### config.mk
export PLATFORM = sky130hd
export DESIGN_NAME = seq_comparator_msb
export DESIGN_NICKNAME = d
export VERILOG_FILES = /design/src/rtl/seq_comparator_msb.sv
export SDC_FILE = /design/constraint.sdc
export NUM_CORES = 1
export LEC_CHECK = 0
export ABC_AREA = 1
export ABC_CLOCK_PERIOD_IN_PS = 2600
export CORE_MARGIN = 1
export CORE_UTILIZATION = 50
export DETAILED_ROUTE_END_ITERATION = 10
export PLACE_DENSITY = 0.88
export SLEW_MARGIN = 20
export SYNTH_ARGS = -nofsm -noshare
export SYNTH_HDL_FRONTEND = slang
export SYNTH_SLANG_ARGS = --single-unit
### constraint.sdc
create_clock -name clk -period 2.6 [get_ports clk]
set_clock_uncertainty 0.15 [all_clocks]
set_input_delay 0.26 -clock clk [delete_from_list [all_inputs] [get_ports clk]]
set_output_delay 0.26 -clock clk [all_outputs]
set_load 0.01 [all_outputs]
### src/rtl/seq_comparator_msb.sv
// rtl/seq_comparator_msb.sv - multi-cycle MSB-first unsigned magnitude comparator with early exit
module seq_comparator_msb #(
    parameter int WIDTH = 16,
    parameter int DIGIT = 4
) (
    input  logic             clk,
    input  logic             rst,
    input  logic             in_valid,
    output logic             in_ready,
    input  logic [WIDTH-1:0] A,
    input  logic [WIDTH-1:0] B,
    output logic             out_valid,
    input  logic             out_ready,
    output logic             out_A_G_B,
    output logic             out_A_E_B,
    output logic             out_A_L_B,
    output logic             busy
);
    localparam int NDIG = WIDTH / DIGIT;
    localparam int IDXW = (NDIG > 1) ? $clog2(NDIG) : 1;
    localparam logic [IDXW-1:0] IDX_TOP = IDXW'(NDIG - 1);

    typedef enum logic [1:0] {S_IDLE, S_RUN, S_DONE} state_t;

    state_t            state_q, state_d;
    logic [WIDTH-1:0]  a_q, a_d, b_q, b_d;
    logic [IDXW-1:0]   idx_q, idx_d;
    logic [2:0]        flags_q, flags_d;  // {G, E, L}
    logic [DIGIT-1:0]  dig_a, dig_b;

    assign dig_a = a_q[idx_q*DIGIT +: DIGIT];
    assign dig_b = b_q[idx_q*DIGIT +: DIGIT];

    always_ff @(posedge clk or posedge rst) begin
        if (rst) begin
            state_q <= S_IDLE;
            a_q     <= '0;
            b_q     <= '0;
            idx_q   <= '0;
            flags_q <= '0;
        end else begin
            state_q <= state_d;
            a_q     <= a_d;
            b_q     <= b_d;
            idx_q   <= idx_d;
            flags_q <= flags_d;
        end
    end

    always_comb begin
        state_d = state_q;
        a_d     = a_q;
        b_d     = b_q;
        idx_d   = idx_q;
        flags_d = flags_q;
        case (state_q)
            S_IDLE: begin
                if (in_valid) begin
                    a_d     = A;
                    b_d     = B;
                    idx_d   = IDX_TOP;
                    state_d = S_RUN;
                end
            end
            S_RUN: begin
                // Exit on the first unequal digit; equality needs every digit scanned.
                if (dig_a > dig_b) begin
                    flags_d = 3'b100;
                    state_d = S_DONE;
                end else if (dig_a < dig_b) begin
                    flags_d = 3'b001;
                    state_d = S_DONE;
                end else if (idx_q == '0) begin
                    flags_d = 3'b010;
                    state_d = S_DONE;
                end else begin
                    idx_d = idx_q - 1'b1;
                end
            end
            S_DONE: begin
                if (out_ready) state_d = S_IDLE;
            end
            default: state_d = S_IDLE;
        endcase
    end

    always_comb begin
        in_ready  = (state_q == S_IDLE);
        out_valid = (state_q == S_DONE);
        busy      = (state_q != S_IDLE);
        out_A_G_B = flags_q[2];
        out_A_E_B = flags_q[1];
        out_A_L_B = flags_q[0];
    end
endmodule
# Word level (Yosys, flattened, before mapping)
# Index checks and enable logic that the tools add are counted.
# word_totals
reg_bits,39
memories,0
mem_bits_rw,0
inputBits,36
mem_bits_ro,0
latchBits,0
output_inout_bits,6
wordCells,41
# op_classes
n_reduce_logical,9
n_shift,2
n_lt_le_gt_ge,2
n_mux,14
bitwise,0
n_div,0
add_sub_neg,1
n_mul,0
n_eq_ne,8
# op_table
cell,count
16-bit by 5-bit indexed part select with 4-bit output,2
2-bit two-way mux,9
3-bit two-way mux,3
2-bit != test (second input constant),4
2-bit case mux with 3 select lines,1
5-bit AND reduction,1
4-bit > comparator,1
2-bit logical NOT,2
4-bit < comparator,1
4-bit != test (second input constant),1
2-bit case mux with 2 select lines,1
2-bit AND reduction,2
2-bit nonzero test,2
3-bit AND reduction,1
3-bit nonzero test,1
2-bit by 1-bit == test with 1-bit output (second input constant),1
2-bit == test (second input constant),1
2-bit by 1-bit != test with 1-bit output (second input constant),1
2-bit by 1-bit subtractor with 2-bit output (second input constant),1

# Depth between registers and ports, before layout
# logic_depth
word_depth,5
depth_mapped,14

# Least setup slack after synthesis
# OpenSTA, ideal clock, no wires.
# synth_path
path_kind,reg-to-reg
startpoint,register idx_q[0]
endpoint,register flags_q[0]
t_arrival_ns,1.772
slack_ns,0.551
required_time_ns,2.322
stages_incl_launch_ff,14
cell_sequence,dfrtp_1 inv_1 clkbuf_1 nor2_1 o22ai_1 ha_1 nand2_1 inv_1 nand2_1 nand2_1 nand2_1 nand2_1 nand2_1 o21ai_0
# synth_between
elab_chain_cells,4
# synth_lines
element,line_no,text
from (decl),27,"logic [IDXW-1:0] idx_q, idx_d;"
from (signal assigned),45,idx_q <= idx_d;
16-bit by 5-bit indexed part select with 4-bit output (on tied branches),"31, 32",
4-bit > comparator or 4-bit < comparator (tied branches),"67, 70",
3-bit nonzero test (no line) or 3-bit two-way mux (tied branches),n/a,
2-bit AND reduction (no line) or 3-bit two-way mux (tied branches),n/a,
to (signal assigned),46,flags_q <= flags_d;
to (decl),28,"logic [2:0] flags_q, flags_d;"
# Several ways; a longest one is shown, not always the timed one.
# A chain may end at the register's enable or synchronous reset.

# Worst setup path after layout
# layout_path
startpoint,register idx_q[1]
endpoint,register flags_q[1]
# The elaborated chain is that of the path after synthesis.

==> flow_summary.ini <==
[logic_synthesis]
syn_area_um2 = 1880
synth.area.top_cells = dfrtp_1 52%, mux2_4 8.8%, mux2_1 7.8%
synth.most_common_cell = dfrtp_1
syn_avg_cell_area_um2 = 10.7
ys_async_sr_fraction_pct = 100
synthXorXnorAreaFrac_pct = 0
seq_area_frac_synth_pct = 52.0
synth_common_cells = 39 x dfrtp_1, 28 x nand2_1, 19 x nor2_1
yosys_most_used_dff = dfrtp_1
synthCells = 175
ys_warn_count = 0
synth_top_area_share_pct = 52.0
yosys_register_bits = 39
synth_adder_area_share_pct = 3.33
synth_top_family_by_area = multiplexers
yosys.area.top_type = dfrtp_1
synth_compound_area_share_pct = 8.93
synth_cell_type_count = 20
synth-edff-count = 0
synthSimpleGateAreaFrac_pct = 11.1
synthMuxAreaShare_pct = 19.6
syn_nets = 216

[place]
place_ws_ns = 0.372
place.gp.congestion = 0.885
numPortBuffers = 41
dp_hpwl_um = 2410

[critical_path]
critPathSlowestCell = dfrtp_1
reg2reg_setup_slack_ns = 0.32
start_kind = register
crit_chain = clkinv_1 > o21ai_0 > o22ai_1 > ha_1 > nand2_1 > inv_1 > nand2_1 > nand2_1 > nand2_1 > nand2_1 > nand2_1 > o21ai_0
arrival_ns = 2.29
required_ns = 2.62
cpMostUsedCell = nand2_1
crit_type = reg2reg
slowest_delay_ns = 0.48
worst_r2r_path_depth = 12
rr_startpoint = idx_q[1]$_DFFE_PP0P_
worstPathMaxFanout = 10
worst_setup_path_end_kind = register
r2r-end = flags_q[1]$_DFFE_PP0P_

[pwr]
p_per_area_nw_per_um2 = 1190
sw_frac_of_total_pct = 37.6
ir_drop_mv = 0.551
combPwrFrac_pct = 48.8
intPower_uw = 1780
cellLeakagePower_uw = 0.00110
switchingPower_uw = 1070
clkPwrFrac_pct = 12.5
power.total_uw = 2850
power_frac_seq_pct = 38.7

[sta]
max_freq_ghz = 0.439
finalMaxSlewViolations = 0
setup-tns-final_ns = 0
worst_slack_ns = 0.323
finalHoldViolCount = 0
worst_slew_margin_rel_pct = 66.0
setup_viol = 0
hold_slack_ns = 0.236
layout_min_cycle_time_ns = 2.28
period_share_pct = 87.6
worst_pin_slew_ns = 0.510
rsz0062_at_grt = no

[routing]
detail_route.wl_per_cell_um = 12.7
drt_iter0_markers = 58
drtAntennaViolNets = 0
drc = 0
wl_um = 3360
vias_per_cell = 5.08
num_vias = 1340
firstDrtPassIters = 4

[clocking]
cts_resized = 0
cts_tree = built
cts.sinks = 39
cts_setup_buffers = 0
cts-buffers-inserted = 5
clkTransAtPathRegs_ns = 0.07
cts_hold_buf = 0
clk_latency_ns = 0.28
cts_root_buf = clkbuf_8
htree_levels = 2
cts_buffer_depth = 2

[run_status]
status = complete, no violations

[floorplanning]
rows = 21
io_pins = 42
coreArea_um2 = 3470
initial_core_util_pct = 54.1
die_w_um = 63.3
design.die.area_um2 = 4000
die_y_um = 63.3

[finish]
n_antenna_cell = 0
fillCellCount = 286
layout.nets = 260
seqCellArea_um2 = 976
area_growth_syn_to_layout_pct = 27.3
multi_input_area_um2 = 806
drive_gt1_share_pct = 11.5

[job]
cap_violations = 0

[global_route]
grt_usage_pct = 19.3
antenna_found_initial = 0
grt_pass1_wl_um = 5780
grt_max_degree = 40
grt_overflow = 0
grt_pass1_vias = 1315

[min_path]
hold_path.class = in2async
==> layout make-up <==
class,instances,area share [%]
Clock buffer,6,3.04
Timing Repair Buffer,44,18.1
Multi-Input combinational cell,117,33.7
Tap cell,46,2.41
Sequential cell,39,40.8
Inverter,12,1.88
==> worst max path at each step <==
stage                         startpoint                      to  slack, ns  depth (start not counted)
finish              idx_q[1]$_DFFE_PP0P_  flags_q[1]$_DFFE_PP0P_       0.32                         12
floorplan           idx_q[0]$_DFFE_PP0P_  flags_q[0]$_DFFE_PP0P_       0.55                         13
detailed placement  idx_q[1]$_DFFE_PP0P_  flags_q[2]$_DFFE_PP0P_       0.37                         12
CTS                 idx_q[1]$_DFFE_PP0P_  flags_q[1]$_DFFE_PP0P_       0.34                         12
global placement    idx_q[1]$_DFFE_PP0P_  flags_q[2]$_DFFE_PP0P_       0.40                         12
global route        idx_q[1]$_DFFE_PP0P_  flags_q[1]$_DFFE_PP0P_       0.03                         12
==> metrics by stage <==
step | cell area (um^2) | std cells | utilization [%]
2_1_floorplan | 1880 | 175 | -
3_3_place_gp | 2320 | 258 | 66.8
3_5_place_dp | 2320 | 258 | 66.8
4_1_cts | 2390 | 264 | 68.9
5_1_grt | 2390 | 264 | 68.9
6_report | 2390 | 264 | 68.9
==> state kept, by name (all words and copies together) (netlist names) <==
name	cells
idx_q	2
state_q	2
flags_q	3
b_q	16
a_q	16
==> per-layer routing <==
metal  vias to the layer above  track usage, %  share of wire, %  routed length (um)
li1                        672               -                 -                   -
met4                         0            7.67               1.9                  63
met3                         8            7.25               5.8                 195
met5                         -               0                 0                   0
met2                        41            31.0                46                1560
met1                       619            23.2                46                1540
==> worst max-delay path: cells and delay by family (launching register included) <==
kind / cells / cell delay (ns)
buf+inv: 2 / 0.33
fa+ha+maj: 1 / 0.32
flops: 1 / 0.48
simple gates: 6 / 0.56
compound gates: 3 / 0.32
==> placed cells by master (no fill, tap or decap) <==
master,count
dfrtp_1,39
clkbuf_1,1
nor3_1,1
nor2_4,1
o31ai_1,1
a32o_1,1
a21oi_1,8
ha_1,5
inv_1,11
nand3_1,3
mux2_2,5
o21ai_0,17
clkinv_1,1
o22ai_1,4
clkdlybuf4s50_1,41
clkbuf_8,5
mux2_1,13
mux2_4,11
nor2_1,19
buf_4,3
nand2_1,28
==> power by group through the flow <==
stage          logic (uW)  registers [uW]  clock network [uW]
2_1_floorplan        1070            1060                   0
3_3_place_gp         1350            1100                   0
3_5_place_dp         1390            1110                   0
4_1_cts              1400            1110                 365
5_1_grt              1590            1140                 399
6_report             1390            1100                 358
==> kinds of logic (layout without fill, tap and decap cells) <==
group                      after synthesis  count (layout)
adders and majority gates                5               5
AOI/OAI and AO/OA                       31              31
DFF                                     39              39
buffers and inverters                   19              62
and+or+nand+nor                         52              52
muxes                                   29              29
Note: power is estimated with default switching activity, not from simulation.
